`config.mk`:
```
export PLATFORM = sky130hd
export DESIGN_NAME = nn_layer_reader
export DESIGN_NICKNAME = d
export VERILOG_FILES = /design/src/rtl/nn_layer_reader.sv
export SDC_FILE = /design/constraint.sdc
export NUM_CORES = 1
export LEC_CHECK = 0
export BUFFER_PORTS_ARGS = -buffer_cell sky130_fd_sc_hd__buf_2
export CAP_MARGIN = 25
export CORE_ASPECT_RATIO = 0.7
export CORE_UTILIZATION = 40
export DETAILED_ROUTE_END_ITERATION = 8
export PLACE_DENSITY = 0.74
export SLEW_MARGIN = 25
export SYNTH_ARGS = -nofsm -noshare
export SYNTH_HDL_FRONTEND = slang
export SYNTH_SLANG_ARGS = --single-unit
```
`constraint.sdc`:
```
create_clock -name clk -period 3.9 [get_ports clk]
set_input_delay 0.78 -clock clk [delete_from_list [all_inputs] [get_ports clk]]
set_output_delay 0.78 -clock clk [all_outputs]
set_load 0.01 [all_outputs]
```
`src/rtl/nn_layer_reader.sv`:
```
`default_nettype none
// ---------------------------------------------------------------------------
// nn_layer_reader : runs a layer, snapshots its neuron sums, streams them out
// Revision 1.0
// ---------------------------------------------------------------------------
module nn_layer_reader #(
  parameter int OUTPUT_NUMBER = 10,
  parameter int WIDTH         = 11,
  parameter int TIMEOUT       = 1024,
  localparam int IW = (OUTPUT_NUMBER > 1) ? $clog2(OUTPUT_NUMBER) : 1
) (
  input  logic                            clk,
  input  logic                            rst_n,
  input  logic                            start,
  input  logic                            relu_en,
  output logic                            nn_enable,
  output logic                            nn_clear_n,
  input  logic                            nn_finish,
  input  logic [OUTPUT_NUMBER*WIDTH-1:0]  nn_sum,
  output logic signed [WIDTH-1:0]         out_data,
  output logic [IW-1:0]                   out_index,
  output logic                            out_valid,
  input  logic                            out_ready,
  output logic                            out_last,
  output logic                            busy,
  output logic                            done,
  output logic                            timeout_err
);

  localparam int WW = $clog2(TIMEOUT + 1);

  localparam logic [1:0] S_IDLE   = 2'd0;
  localparam logic [1:0] S_RUN    = 2'd1;
  localparam logic [1:0] S_STREAM = 2'd2;
  localparam logic [1:0] S_CLEAR  = 2'd3;

  localparam logic [IW-1:0] c_LAST_IDX = IW'(OUTPUT_NUMBER - 1);
  localparam logic [WW-1:0] c_WD_MAX   = WW'(TIMEOUT - 1);

  logic [1:0]       r_state;
  logic             r_nn_enable;
  logic             r_clear_n;
  logic             r_valid;
  logic             r_last;
  logic             r_busy;
  logic             r_done;
  logic             r_terr;
  logic             r_relu;
  logic [WIDTH-1:0] r_data;
  logic [IW-1:0]    r_index;
  logic [WW-1:0]    r_wdog;
  logic [WIDTH-1:0] r_buf [OUTPUT_NUMBER];

  logic [IW-1:0]    w_next_idx;

  assign w_next_idx  = r_index + 1'b1;

  assign nn_enable   = r_nn_enable;
  assign nn_clear_n  = r_clear_n;
  assign out_data    = r_data;
  assign out_index   = r_index;
  assign out_valid   = r_valid;
  assign out_last    = r_last;
  assign busy        = r_busy;
  assign done        = r_done;
  assign timeout_err = r_terr;

  function automatic logic [WIDTH-1:0] f_relu(input logic [WIDTH-1:0] v, input logic en);
    return (en && v[WIDTH-1]) ? '0 : v;
  endfunction

  always_ff @(posedge clk) begin
    if (!rst_n) begin
      r_state     <= S_IDLE;
      r_nn_enable <= 1'b0;
      r_clear_n   <= 1'b0;
      r_valid     <= 1'b0;
      r_last      <= 1'b0;
      r_busy      <= 1'b0;
      r_done      <= 1'b0;
      r_terr      <= 1'b0;
      r_relu      <= 1'b0;
      r_data      <= '0;
      r_index     <= '0;
      r_wdog      <= '0;
      for (int k = 0; k < OUTPUT_NUMBER; k++) r_buf[k] <= '0;
    end else begin
      r_done <= 1'b0;
      case (r_state)
        S_IDLE: begin
          r_clear_n   <= 1'b1;
          r_nn_enable <= 1'b0;
          if (start) begin
            r_state     <= S_RUN;
            r_relu      <= relu_en;
            r_terr      <= 1'b0;
            r_wdog      <= '0;
            r_nn_enable <= 1'b1;
            r_busy      <= 1'b1;
          end
        end
        S_RUN: begin
          r_wdog <= r_wdog + 1'b1;
          // Finish takes priority over a watchdog expiry in the same cycle.
          if (nn_finish) begin
            for (int k = 0; k < OUTPUT_NUMBER; k++) r_buf[k] <= nn_sum[k*WIDTH +: WIDTH];
            r_nn_enable <= 1'b0;
            r_index     <= '0;
            r_data      <= f_relu(nn_sum[WIDTH-1:0], r_relu);
            r_valid     <= 1'b1;
            r_last      <= (OUTPUT_NUMBER == 1);
            r_state     <= S_STREAM;
          end else if (r_wdog == c_WD_MAX) begin
            r_terr      <= 1'b1;
            r_nn_enable <= 1'b0;
            r_clear_n   <= 1'b0;
            r_state     <= S_CLEAR;
          end
        end
        S_STREAM: begin
          if (out_ready) begin
            if (r_last) begin
              r_valid   <= 1'b0;
              r_last    <= 1'b0;
              r_clear_n <= 1'b0;
              r_state   <= S_CLEAR;
            end else begin
              r_index <= w_next_idx;
              r_data  <= f_relu(r_buf[w_next_idx], r_relu);
              r_last  <= (w_next_idx == c_LAST_IDX);
            end
          end
        end
        S_CLEAR: begin
          r_clear_n <= 1'b1;
          r_busy    <= 1'b0;
          r_done    <= 1'b1;
          r_state   <= S_IDLE;
        end
        default: r_state <= S_IDLE;
      endcase
    end
  end

endmodule
`default_nettype wire
```
==> impl_metrics.prom <==
# TYPE chip_impl_metric gauge
chip_impl_metric{name="timing.slew.headroom",unit=""} 0.413
chip_impl_metric{name="vias_per_cell",unit=""} 5.09
chip_impl_info{name="hp-class",value="reg2reg"} 1
chip_impl_info{name="synth.top_cells.by_count",value="112 x sky130_fd_sc_hd__and2_1, 110 x sky130_fd_sc_hd__edfxtp_1, 36 x sky130_fd_sc_hd__dfxtp_1"} 1
chip_impl_metric{name="drt_first_iter_violations",unit=""} 474
chip_impl_metric{name="cts_hold_buf",unit=""} 0
chip_impl_metric{name="intPower",unit="W"} 0.00346
chip_impl_info{name="critical_path.startpoint_type",value="register"} 1
chip_impl_info{name="synth-main-ff-cell",value="sky130_fd_sc_hd__edfxtp_1"} 1
chip_impl_info{name="synth_top_area_cell",value="sky130_fd_sc_hd__edfxtp_1"} 1
chip_impl_metric{name="critical_path_arrival",unit="ns"} 2.67
chip_impl_info{name="critPathCaptureType",value="register"} 1
chip_impl_metric{name="grt_max_degree",unit=""} 111
chip_impl_metric{name="number_of_global_route_vias_before_repair",unit=""} 4621
chip_impl_metric{name="ant_nets",unit=""} 0
chip_impl_metric{name="cts_buffers",unit=""} 17
chip_impl_metric{name="power.share.combinational",unit=""} 0.238
chip_impl_metric{name="synth.yosys.seq_area_share",unit=""} 0.592
chip_impl_metric{name="flop_and_latch_count_out_of_synthesis",unit=""} 146
chip_impl_metric{name="vdd_drop_max",unit="V"} 0.000304
chip_impl_metric{name="grt_pass1_wl",unit="mm"} 24.2
chip_impl_metric{name="synth_async_sr_flop_share",unit=""} 0
chip_impl_metric{name="area_delta_synth_final",unit="%"} 21.9
chip_impl_metric{name="cts_resized",unit=""} 0
chip_impl_metric{name="grt_usage",unit=""} 0.186
chip_impl_metric{name="cts.clk_slew.worst_paths",unit="ns"} 0.06
chip_impl_info{name="critical_path_class",value="reg2reg"} 1
chip_impl_info{name="cts_root_buf",value="sky130_fd_sc_hd__clkbuf_16"} 1
chip_impl_metric{name="timing_worst_slew_pin_value",unit="ns"} 0.881
chip_impl_metric{name="power_density",unit="nW/um^2"} 588
chip_impl_metric{name="drt-wirelength-per-cell",unit="um"} 17.5
chip_impl_metric{name="seqPwrFrac",unit=""} 0.428
chip_impl_metric{name="layout_worst_path_cycle_share",unit=""} 0.658
chip_impl_metric{name="post_synthesis_cell_area",unit="um^2"} 6790
chip_impl_metric{name="synth-edff-count",unit=""} 110
chip_impl_metric{name="synth.lib_cells_used.distinct",unit=""} 54
chip_impl_metric{name="final.min_clock_period",unit="ns"} 2.57
chip_impl_metric{name="detailed_place_hpwl",unit="mm"} 10.9
chip_impl_metric{name="drt_drc_violations_left",unit=""} 0
chip_impl_metric{name="synth_area_per_cell",unit="um^2"} 13.2
chip_impl_metric{name="cts_h_tree_depth",unit=""} 4
chip_impl_metric{name="report.final.setup_viol",unit=""} 0
chip_impl_info{name="cts_tree",value="done"} 1
chip_impl_info{name="rsz0062_at_grt",value="false"} 1
chip_impl_metric{name="num_vias",unit=""} 4509
chip_impl_metric{name="placed_instance_count",unit=""} 857
chip_impl_metric{name="cap_violations",unit=""} 0
chip_impl_metric{name="timing.final.hold_violations",unit=""} 0
chip_impl_info{name="yosysMostFrequentCell",value="sky130_fd_sc_hd__and2_1"} 1
chip_impl_metric{name="grt_remaining_overflow",unit=""} 0
chip_impl_metric{name="initial_utilization",unit=""} 0.413
chip_impl_metric{name="drt_pre_antenna_iters",unit=""} 4
chip_impl_metric{name="design.final.nets",unit=""} 775
chip_impl_metric{name="layout-drive-gt1-share",unit=""} 0.333
chip_impl_metric{name="yosys.area.top_type_share",unit=""} 0.486
chip_impl_metric{name="clk_latency",unit="ns"} 0.42
chip_impl_metric{name="netSwitchingPower",unit="W"} 0.00141
chip_impl_metric{name="design.die.area",unit="um^2"} 17500
chip_impl_metric{name="power.share.clock",unit=""} 0.334
chip_impl_metric{name="post-route-cell-area",unit="um^2"} 8280
chip_impl_metric{name="timing.fmax",unit="GHz"} 0.390
chip_impl_metric{name="postSynthNetCount",unit=""} 640
chip_impl_metric{name="initial_antenna_violation_count",unit=""} 0
chip_impl_metric{name="std_cell_rows",unit=""} 39
chip_impl_metric{name="fp.dieH",unit="um"} 111
chip_impl_metric{name="dpl-instance-area",unit="um^2"} 7690
chip_impl_metric{name="clock_sink_count",unit=""} 146
chip_impl_info{name="status",value="finished clean"} 1
chip_impl_metric{name="post_layout_nonfiller_instances",unit=""} 886
chip_impl_metric{name="post_synth_inst_count",unit=""} 516
chip_impl_metric{name="leakagePower",unit="nW"} 3.30
chip_impl_metric{name="io_pins",unit=""} 138
chip_impl_metric{name="setup_total_negative_slack",unit="ns"} 0
chip_impl_metric{name="layout.core_utilization",unit=""} 0.504
chip_impl_metric{name="max-clock-path-buffers",unit=""} 2
chip_impl_metric{name="n_antenna_cell",unit=""} 0
chip_impl_metric{name="finClkSkew",unit="ns"} 0.00691
chip_impl_metric{name="io_buffer_count",unit=""} 137
chip_impl_metric{name="dieWidth",unit="um"} 158
chip_impl_metric{name="cts_setup_buffers",unit=""} 0
chip_impl_metric{name="core_area",unit="um^2"} 16400
chip_impl_metric{name="timing.critical_path.fanout_max",unit=""} 67
chip_impl_info{name="ys_top_cells_by_area",value="sky130_fd_sc_hd__edfxtp_1 49%, sky130_fd_sc_hd__dfxtp_1 11%, sky130_fd_sc_hd__and2_1 10%, sky130_fd_sc_hd__mux4_2 6.6%, sky130_fd_sc_hd__mux2_2 2.0%"} 1
chip_impl_metric{name="cp_data_required_time",unit="ns"} 4.01
chip_impl_metric{name="drt_wl_total",unit="mm"} 15.5
chip_impl_metric{name="yosysWarningCount",unit=""} 0
chip_impl_metric{name="globalplace.congestion",unit=""} 0.858
chip_impl_metric{name="timing_max_transition_violations_final",unit=""} 0
chip_impl_metric{name="p_sw_frac",unit=""} 0.290
[flip-flops by register name (all words and copies together) (netlist names)]
register     cells
r_relu           1
done             1
timeout_err      1
nn_enable        1
out_valid        1
r_buf          110
r_wdog          11
busy             1
out_last         1
out_data        11
nn_clear_n       1
out_index        4
r_state          2
[area by class of cell]
cell class | instances | area [um^2]
clock inverters | 12 | 159
flip-flops and latches | 146 | 4030
clock buffers | 17 | 425
inverters | 10 | 37.5
multi-input cells | 332 | 2600
repair buffers | 144 | 751
fillers | 1424 | 8160
well taps | 225 | 282
[metal layers]
| metal | global-route usage | part of all wire |
|---|---|---|
| met3 | 0.0371 | 0.066 |
| met1 | 0.275 | 0.49 |
| met4 | 0.0615 | 0.013 |
| met2 | 0.272 | 0.43 |
| met5 | 0 | 0 |
[worst paths after layout]
check | start | endpoint | slack (ns) | cells past startpoint
worst max-delay path | r_state[1] | r_buf[5][8] | 1.33 | 5
worst min-delay path | nn_clear_n | nn_clear_n | 0.50 | 2
worst max register to register | r_state[1] | r_buf[5][8] | 1.33 | 5
worst min register to register | nn_clear_n | nn_clear_n | 0.50 | 2
[critical path, cell delays in order, from the launching register on]
cell                      delay (ns)
sky130_fd_sc_hd__dfxtp_1        0.35
sky130_fd_sc_hd__inv_1          0.11
sky130_fd_sc_hd__ha_1           0.45
sky130_fd_sc_hd__nand2_1        0.26
sky130_fd_sc_hd__nand2_4        0.70
sky130_fd_sc_hd__buf_12         0.32
[layout by cell type, fill, tap and decap left out, types with 4 or more instances in the layout]
master,netlist,routed
sky130_fd_sc_hd__xor2_1,5,4
sky130_fd_sc_hd__and3_1,10,10
sky130_fd_sc_hd__o221ai_1,10,10
sky130_fd_sc_hd__mux2_2,12,12
sky130_fd_sc_hd__buf_4,3,6
sky130_fd_sc_hd__a21oi_1,19,19
sky130_fd_sc_hd__ha_1,8,7
sky130_fd_sc_hd__and2_1,112,112
sky130_fd_sc_hd__dfxtp_1,36,35
sky130_fd_sc_hd__xnor2_1,4,4
sky130_fd_sc_hd__nor2_1,22,21
sky130_fd_sc_hd__nand2b_1,4,4
sky130_fd_sc_hd__nor3_1,4,4
sky130_fd_sc_hd__a21boi_0,4,4
sky130_fd_sc_hd__edfxtp_1,110,110
sky130_fd_sc_hd__inv_1,8,8
sky130_fd_sc_hd__clkbuf_16,0,17
sky130_fd_sc_hd__nand2_1,26,25
sky130_fd_sc_hd__nand3_1,9,9
sky130_fd_sc_hd__mux2i_1,11,11
sky130_fd_sc_hd__o22ai_1,10,10
sky130_fd_sc_hd__buf_2,9,137
sky130_fd_sc_hd__nor2b_1,6,6
sky130_fd_sc_hd__mux4_2,20,20
[power groups by stage]
stage | registers [W] | logic, W | clock network, W
after detailed placement | 0.00211 | 0.00115 | 0
after floorplan | 0.00212 | 0.000797 | 0
final | 0.00208 | 0.00116 | 0.00163
after global routing | 0.00211 | 0.00128 | 0.00170
after global placement | 0.00210 | 0.00112 | 0
after CTS | 0.00209 | 0.00116 | 0.00164
[cell families after synthesis]
family / share of synthesized area
and+or+nand+nor: 0.170
DFF: 0.592
AOI/OAI and AO/OA: 0.0652
muxes: 0.115
buffers and inverters: 0.0282
xor gates and xnor gates: 0.0140
adders and majority gates: 0.0147
[through the flow]
| stage | hold slack (ns) | setup WS, ns | total power (W) |
|---|---|---|---|
| 2_1_floorplan | 0.480 | 0.0938 | 0.00292 |
| 3_3_place_gp | 0.455 | 1.38 | 0.00322 |
| 3_5_place_dp | 0.485 | 1.29 | 0.00326 |
| 4_1_cts | 0.498 | 1.25 | 0.00489 |
| 5_1_grt | 0.526 | 1.15 | 0.00509 |
| 6_report | 0.497 | 1.33 | 0.00487 |
No activity file was read; power rests on OpenSTA's default activity.
